<file path="src/rtl/alsu_req_arbiter.sv">
// alsu_req_arbiter
//   Shares one ALSU between two requesters. A round-robin grant picks a command,
//   which is latched onto the ALSU input pins. After the ALSU pipeline latency the
//   ALSU result is captured and returned as a tagged response over valid/ready.
//   Only one transaction is ever in flight.
// Ports
//   clk, rst                 clock; synchronous active-low reset
//   req_valid/req_ready      per-requester command handshake (ready is one-hot or zero)
//   req_opcode/A/B/ctrl      packed {req1,req0} command fields
//   alsu_opcode/A/B/ctrl     held command driven to the ALSU
//   alsu_out/alsu_leds       ALSU result and invalid-op indication
//   rsp_valid/rsp_ready      response handshake
//   rsp_id/out/err           requester tag, captured result, captured error flag
//   busy                     transaction in progress
//   err_cnt                  saturating count of accepted error responses
module alsu_req_arbiter #(
  parameter int unsigned ALSU_LATENCY = 2,
  parameter int unsigned RESET_PRI    = 0,
  parameter int unsigned ERR_CNT_W    = 8
) (
  input  logic                 clk,
  input  logic                 rst,
  input  logic [1:0]           req_valid,
  output logic [1:0]           req_ready,
  input  logic [5:0]           req_opcode,
  input  logic [5:0]           req_A,
  input  logic [5:0]           req_B,
  input  logic [13:0]          req_ctrl,
  output logic [2:0]           alsu_opcode,
  output logic signed [2:0]    alsu_A,
  output logic signed [2:0]    alsu_B,
  output logic [6:0]           alsu_ctrl,
  input  logic signed [5:0]    alsu_out,
  input  logic [15:0]          alsu_leds,
  output logic                 rsp_valid,
  input  logic                 rsp_ready,
  output logic                 rsp_id,
  output logic signed [5:0]    rsp_out,
  output logic                 rsp_err,
  output logic                 busy,
  output logic [ERR_CNT_W-1:0] err_cnt
);

  localparam int unsigned CNT_W = $clog2(ALSU_LATENCY + 2);
  localparam logic [CNT_W-1:0] CNT_LOAD = CNT_W'(ALSU_LATENCY + 1);

  typedef enum logic [1:0] {
    IDLE,
    WAIT,
    RESP
  } state_t;

  state_t           state;
  state_t           state_nxt;
  logic [CNT_W-1:0] wait_cnt;
  logic             pref;       // requester that wins the next tie
  logic             grant_sel;
  logic             take;
  logic             capture;
  logic             rsp_done;

  always_comb begin
    grant_sel = pref;
    if (req_valid == 2'b01) begin
      grant_sel = 1'b0;
    end else if (req_valid == 2'b10) begin
      grant_sel = 1'b1;
    end
  end

  always_ff @(posedge clk) begin
    if (!rst) begin
      state <= IDLE;
    end else begin
      state <= state_nxt;
    end
  end

  always_comb begin
    state_nxt = state;
    req_ready = '0;
    take      = 1'b0;
    capture   = 1'b0;
    rsp_done  = 1'b0;
    case (state)
      IDLE: begin
        if (|req_valid) begin
          req_ready = grant_sel ? 2'b10 : 2'b01;
          take      = 1'b1;
          state_nxt = WAIT;
        end
      end
      WAIT: begin
        // capture on the edge where the counter reaches zero
        if (wait_cnt == CNT_W'(1)) begin
          capture   = 1'b1;
          state_nxt = RESP;
        end
      end
      RESP: begin
        if (rsp_ready) begin
          rsp_done  = 1'b1;
          state_nxt = IDLE;
        end
      end
      default: state_nxt = IDLE;
    endcase
  end

  always_ff @(posedge clk) begin
    if (!rst) begin
      alsu_opcode <= '0;
      alsu_A      <= '0;
      alsu_B      <= '0;
      alsu_ctrl   <= '0;
      rsp_id      <= 1'b0;
      rsp_out     <= '0;
      rsp_err     <= 1'b0;
      err_cnt     <= '0;
      wait_cnt    <= '0;
      pref        <= 1'(RESET_PRI);
    end else begin
      if (take) begin
        alsu_opcode <= grant_sel ? req_opcode[5:3] : req_opcode[2:0];
        alsu_A      <= grant_sel ? req_A[5:3]      : req_A[2:0];
        alsu_B      <= grant_sel ? req_B[5:3]      : req_B[2:0];
        alsu_ctrl   <= grant_sel ? req_ctrl[13:7]  : req_ctrl[6:0];
        rsp_id      <= grant_sel;
        pref        <= ~grant_sel;
        wait_cnt    <= CNT_LOAD;
      end
      if (state == WAIT) begin
        wait_cnt <= wait_cnt - CNT_W'(1);
      end
      if (capture) begin
        rsp_out <= alsu_out;
        rsp_err <= |alsu_leds;
      end
      if (rsp_done && rsp_err && !(&err_cnt)) begin
        err_cnt <= err_cnt + ERR_CNT_W'(1);
      end
    end
  end

  assign rsp_valid = (state == RESP);
  assign busy      = (state != IDLE);

endmodule

</file>
<file path="config.mk">
export PLATFORM = sky130hd
export DESIGN_NAME = alsu_req_arbiter
export DESIGN_NICKNAME = d
export VERILOG_FILES = /design/src/rtl/alsu_req_arbiter.sv
export SDC_FILE = /design/constraint.sdc
export NUM_CORES = 1
export LEC_CHECK = 0
export ABC_AREA = 1
export CAP_MARGIN = 25
export CORE_MARGIN = 2
export CORE_UTILIZATION = 40
export DETAILED_ROUTE_END_ITERATION = 16
export PLACE_DENSITY = 0.77
export SYNTH_ARGS = -nofsm -noshare
export SYNTH_HDL_FRONTEND = slang
export SYNTH_SLANG_ARGS = --single-unit
export TNS_END_PERCENT = 100
</file>
<file path="constraint.sdc">
create_clock -name clk -period 1.4 [get_ports clk]
set_input_delay 0.35 -clock clk [delete_from_list [all_inputs] [get_ports clk]]
set_output_delay 0.35 -clock clk [all_outputs]
set_load 0.05 [all_outputs]
</file>
==> results_tabular.tex <==
\begin{tabular}{lr}
\hline
Metric & Value \\
\hline
\multicolumn{2}{l}{\textbf{Run status}} \\
Status & complete, but fails checks \\
Violations in the final reports & setup timing \\
\multicolumn{2}{l}{\textbf{Clock tree}} \\
Clock tree from TritonCTS & built \\
Root buffer cell & clkbuf\_8 \\
Clock input transition at the sequential cells of the worst setup and hold paths & $\sim$80 ps \\
Clock insertion delay at the later pin of the skew report & about 300 ps \\
Deepest clock path buffer count & 2 \\
Number of buffers created by CTS & 5 \\
CTS H-tree depth & 2 \\
Hold buffers post-CTS & 0 \\
Total clock sinks & 37 \\
\multicolumn{2}{l}{\textbf{Final layout}} \\
Area growth from synthesis to layout & 88.7\% \\
Ratio of cells with drive above 1 in the final layout & 24.4\% \\
Number of diodes & 0 \\
Number of nets in the final layout & 459 \\
Top library cells by usage in the layout, fill and taps aside & nand2\_1, clkdlybuf4s50\_1, nor2\_1 \\
Most common library cell in the layout ignoring fill and taps & nand2\_1 \\
\multicolumn{2}{l}{\textbf{Setup path}} \\
End of the worst register-to-register path & alsu\_B[0]\$\_SDFFE\_PN0P\_ \\
Peak per-stage delay on the critical path & 340 ps \\
Top fanout value on the critical path & 3 \\
Master of the slowest instance on the critical path & dfxtp\_2 \\
Startpoint class of the critical path & register \\
Kind of critical path & register to output port \\
Category of the worst setup path capture point & output port \\
Worst Path Arrival & $\sim$1100 ps \\
Depth of the most critical reg-to-reg path & 8 \\
Cells along the critical path & nor2\_4 -> nand3\_2 -> inv\_2 -> buf\_12 \\
RR Startpoint & state[1]\$\_SDFFE\_PN0P\_ \\
Critical path required time & 1050 ps \\
Register-to-register setup slack & approximately 80 ps \\
\multicolumn{2}{l}{\textbf{Detailed routing}} \\
Final ANT Viol Nets & 0 \\
Number of design-rule violations left by the first detailed-router iteration & 120 \\
Routed via count divided by cell count & 4.88 \\
Routed wire length per instance & 13.0 microns \\
DR pass1 iterations & 4 \\
Vias & 2195 \\
Post-route DRC violation count & 0 \\
Aggregate routed wire length & between 5 and 6 mm \\
\multicolumn{2}{l}{\textbf{Timing}} \\
Final Critical Period & 1480 ps \\
Normalized max-slew margin & 74.2\% \\
Pins over their slew limit & 0 \\
Final-report setup violation count & 4 \\
Setup slack after layout & -80.3 ps \\
Setup repair after global routing missed its margin & yes \\
Count of endpoints failing hold in the final timing report & 0 \\
F\_max & 0.676 GHz \\
Slew at the pin closest to its max-slew limit & slightly below 400 ps \\
Fin Clk Skew & $\sim$11 ps \\
Final worst-path cycle share & 106\% \\
\multicolumn{2}{l}{\textbf{Hold path}} \\
Hold path endpoint & pref\$\_SDFFE\_PN0P\_ \\
Start point of the worst min-delay path & pref\$\_SDFFE\_PN0P\_ \\
Worst hold path cell count & 2 \\
Class of the worst hold path & register to register \\
\multicolumn{2}{l}{\textbf{Logic synthesis}} \\
Post-synth cell types & 26 \\
Number of flip-flops and latches in the synthesized netlist & 37 \\
Dominant synthesized flop cell & dfxtp\_1 \\
Synth top area share & 39.8\% \\
Post-Synthesis Net Count & 344 \\
EDFF count, synth & 0 \\
Warning count from the yosys run & 0 \\
Seq/Total Area, Yosys & 39.8\% \\
Biggest area contributors in the synthesized netlist & dfxtp\_1, nand2\_1, nor2\_1, inv\_1, a21oi\_1 \\
Post-synth design cell area & 1860 sq um \\
Share of flip-flops with an asynchronous set or reset after synthesis & 0\% \\
Library cell occupying the most area in the post-synthesis netlist & dfxtp\_1 \\
Number of instances in the synthesized netlist & 283 \\
Post-Synthesis Mean Instance Area & 6.58 sq um \\
\multicolumn{2}{l}{\textbf{Placed design}} \\
HPWL Detailed & about 4.2 mm \\
Total of buffers placed on input and output ports & 94 \\
Final weighted congestion of routability-driven global placement & between 0.8 and 0.9 \\
Dpl ws & -318 ps \\
\multicolumn{2}{l}{\textbf{Pwr}} \\
Power density over cell area & 900 nW/um\^{}2 \\
Worst ir drop on vdd & 630 uV \\
Leakage power & 1.58 nW \\
Post-layout power & 3.16 mW \\
\multicolumn{2}{l}{\textbf{GRT}} \\
Overall Global Routing Usage & roughly a quarter \\
Vias in the first global route & 2161 \\
First-pass GRT wire length & 9.42 mm \\
Antenna violations before repair & 0 \\
Pin count of the biggest net entering global routing & 15 \\
Total grt overflow & 0 \\
\multicolumn{2}{l}{\textbf{Job}} \\
Max Cap Violations & 0 \\
\multicolumn{2}{l}{\textbf{Die}} \\
Horizontal extent of the die & 72.2 microns \\
Chip height & 72.2 microns \\
Area of the die & 5220 sq um \\
Total I/O pin count & 95 \\
Initial cell density of the core & 42.2\% \\
Area of the core & 4410 sq um \\
Floorplan row count & 24 \\
\hline
\end{tabular}
-- state kept, by name, indices dropped and copies added, names as in the netlist --
register,flops
pref,1
alsu_A,3
state,2
alsu_ctrl,7
rsp_err,1
alsu_B,3
wait_cnt,2
err_cnt,8
alsu_opcode,3
rsp_id,1
rsp_out,6
-- area by class of cell --
type / instances / area [sq um]
timing repair buffer: 116 / 1510
sequential: 37 / 759
multi-input combinational: 191 / 918
tap: 52 / 65.1
fill: 300 / 898
inverter: 47 / 179
clock buffer: 7 / 86.3
-- power breakdown --
group,switching (mW),total (mW),internal [mW],leakage [nW]
registers,0.0745,1.20,1.13,0.308
clock network,0.372,0.762,0.390,0.0443
logic,0.588,1.20,0.611,1.22
total,1.03,3.16,2.13,1.58
-- metal layers --
| metal | global-route usage (%) | wire, microns |
|---|---|---|
| met4 | 13.2 | 204 |
| met2 | 41.9 | 3060 |
| met1 | 24.5 | 2180 |
| met3 | 5.97 | 390 |
| met5 | 0 | 0 |
-- kinds of logic after synthesis --
family                     Yosys count  share of synthesized area, %
AOI/OAI and AO/OA                   28                          7.99
adders and majority gates            2                          1.34
buffers and inverters               55                          12.6
DFF                                 37                          39.8
and+or+nand+nor                    161                          38.3
-- worst max-delay path by stage --
| stage | slack (ps) | endpoint | startpoint | cells past startpoint |
|---|---|---|---|---|
| finish | -80 | req_ready[0] | state[1]$_SDFFE_PN0P_ | 4 |
| detailed placement | -320 | alsu_opcode[0]$_SDFFE_PN0P_ | req_valid[0] | 7 |
| CTS | -70 | req_ready[0] | state[1]$_SDFFE_PN0P_ | 4 |
| global placement | -220 | alsu_A[0]$_SDFFE_PN0P_ | req_valid[0] | 8 |
| floorplan | 0.8 | err_cnt[5]$_SDFFE_PN0P_ | rsp_err$_SDFFE_PN0P_ | 7 |
| global route | -120 | req_ready[1] | state[1]$_SDFFE_PN0P_ | 4 |
-- synthesized netlist by cell type, drive strengths merged (2+ instances only) --
| master | instances |
|---|---|
| ha | 2 |
| buf | 4 |
| inv | 47 |
| nand2 | 73 |
| nor2 | 62 |
| clkbuf | 4 |
| dfxtp | 37 |
| o211ai | 2 |
| nand4 | 5 |
| o21ai | 3 |
| a21oi | 21 |
| nand3 | 18 |
-- worst max-delay path, delay by kind of cell (launching register included) --
family | cells | cell delay [ps]
flops | 1 | 340
buf+inv | 2 | 240
simple gates | 2 | 260
-- per-stage QoR --
stage	cell area (sq um)	setup TNS (ps)	cells	hold slack, ps	utilization (%)
after global routing	3520	-429	450	504	79.6
after global placement	3310	-5220	435	470	74.9
after floorplan	1880	0	283	454	-
final	3520	-229	450	483	79.6
after detailed placement	3310	-6800	435	491	74.9
after CTS	3440	-232	447	502	78.0
-- repair_timing --
action | in CTS | in global routing
resized for setup | 8 | 11
buffers inserted | 5 | 3
setup endpoints to repair | 4 | 25
pin swaps | 3 | 4
No activity file was read; power rests on OpenSTA's default activity.
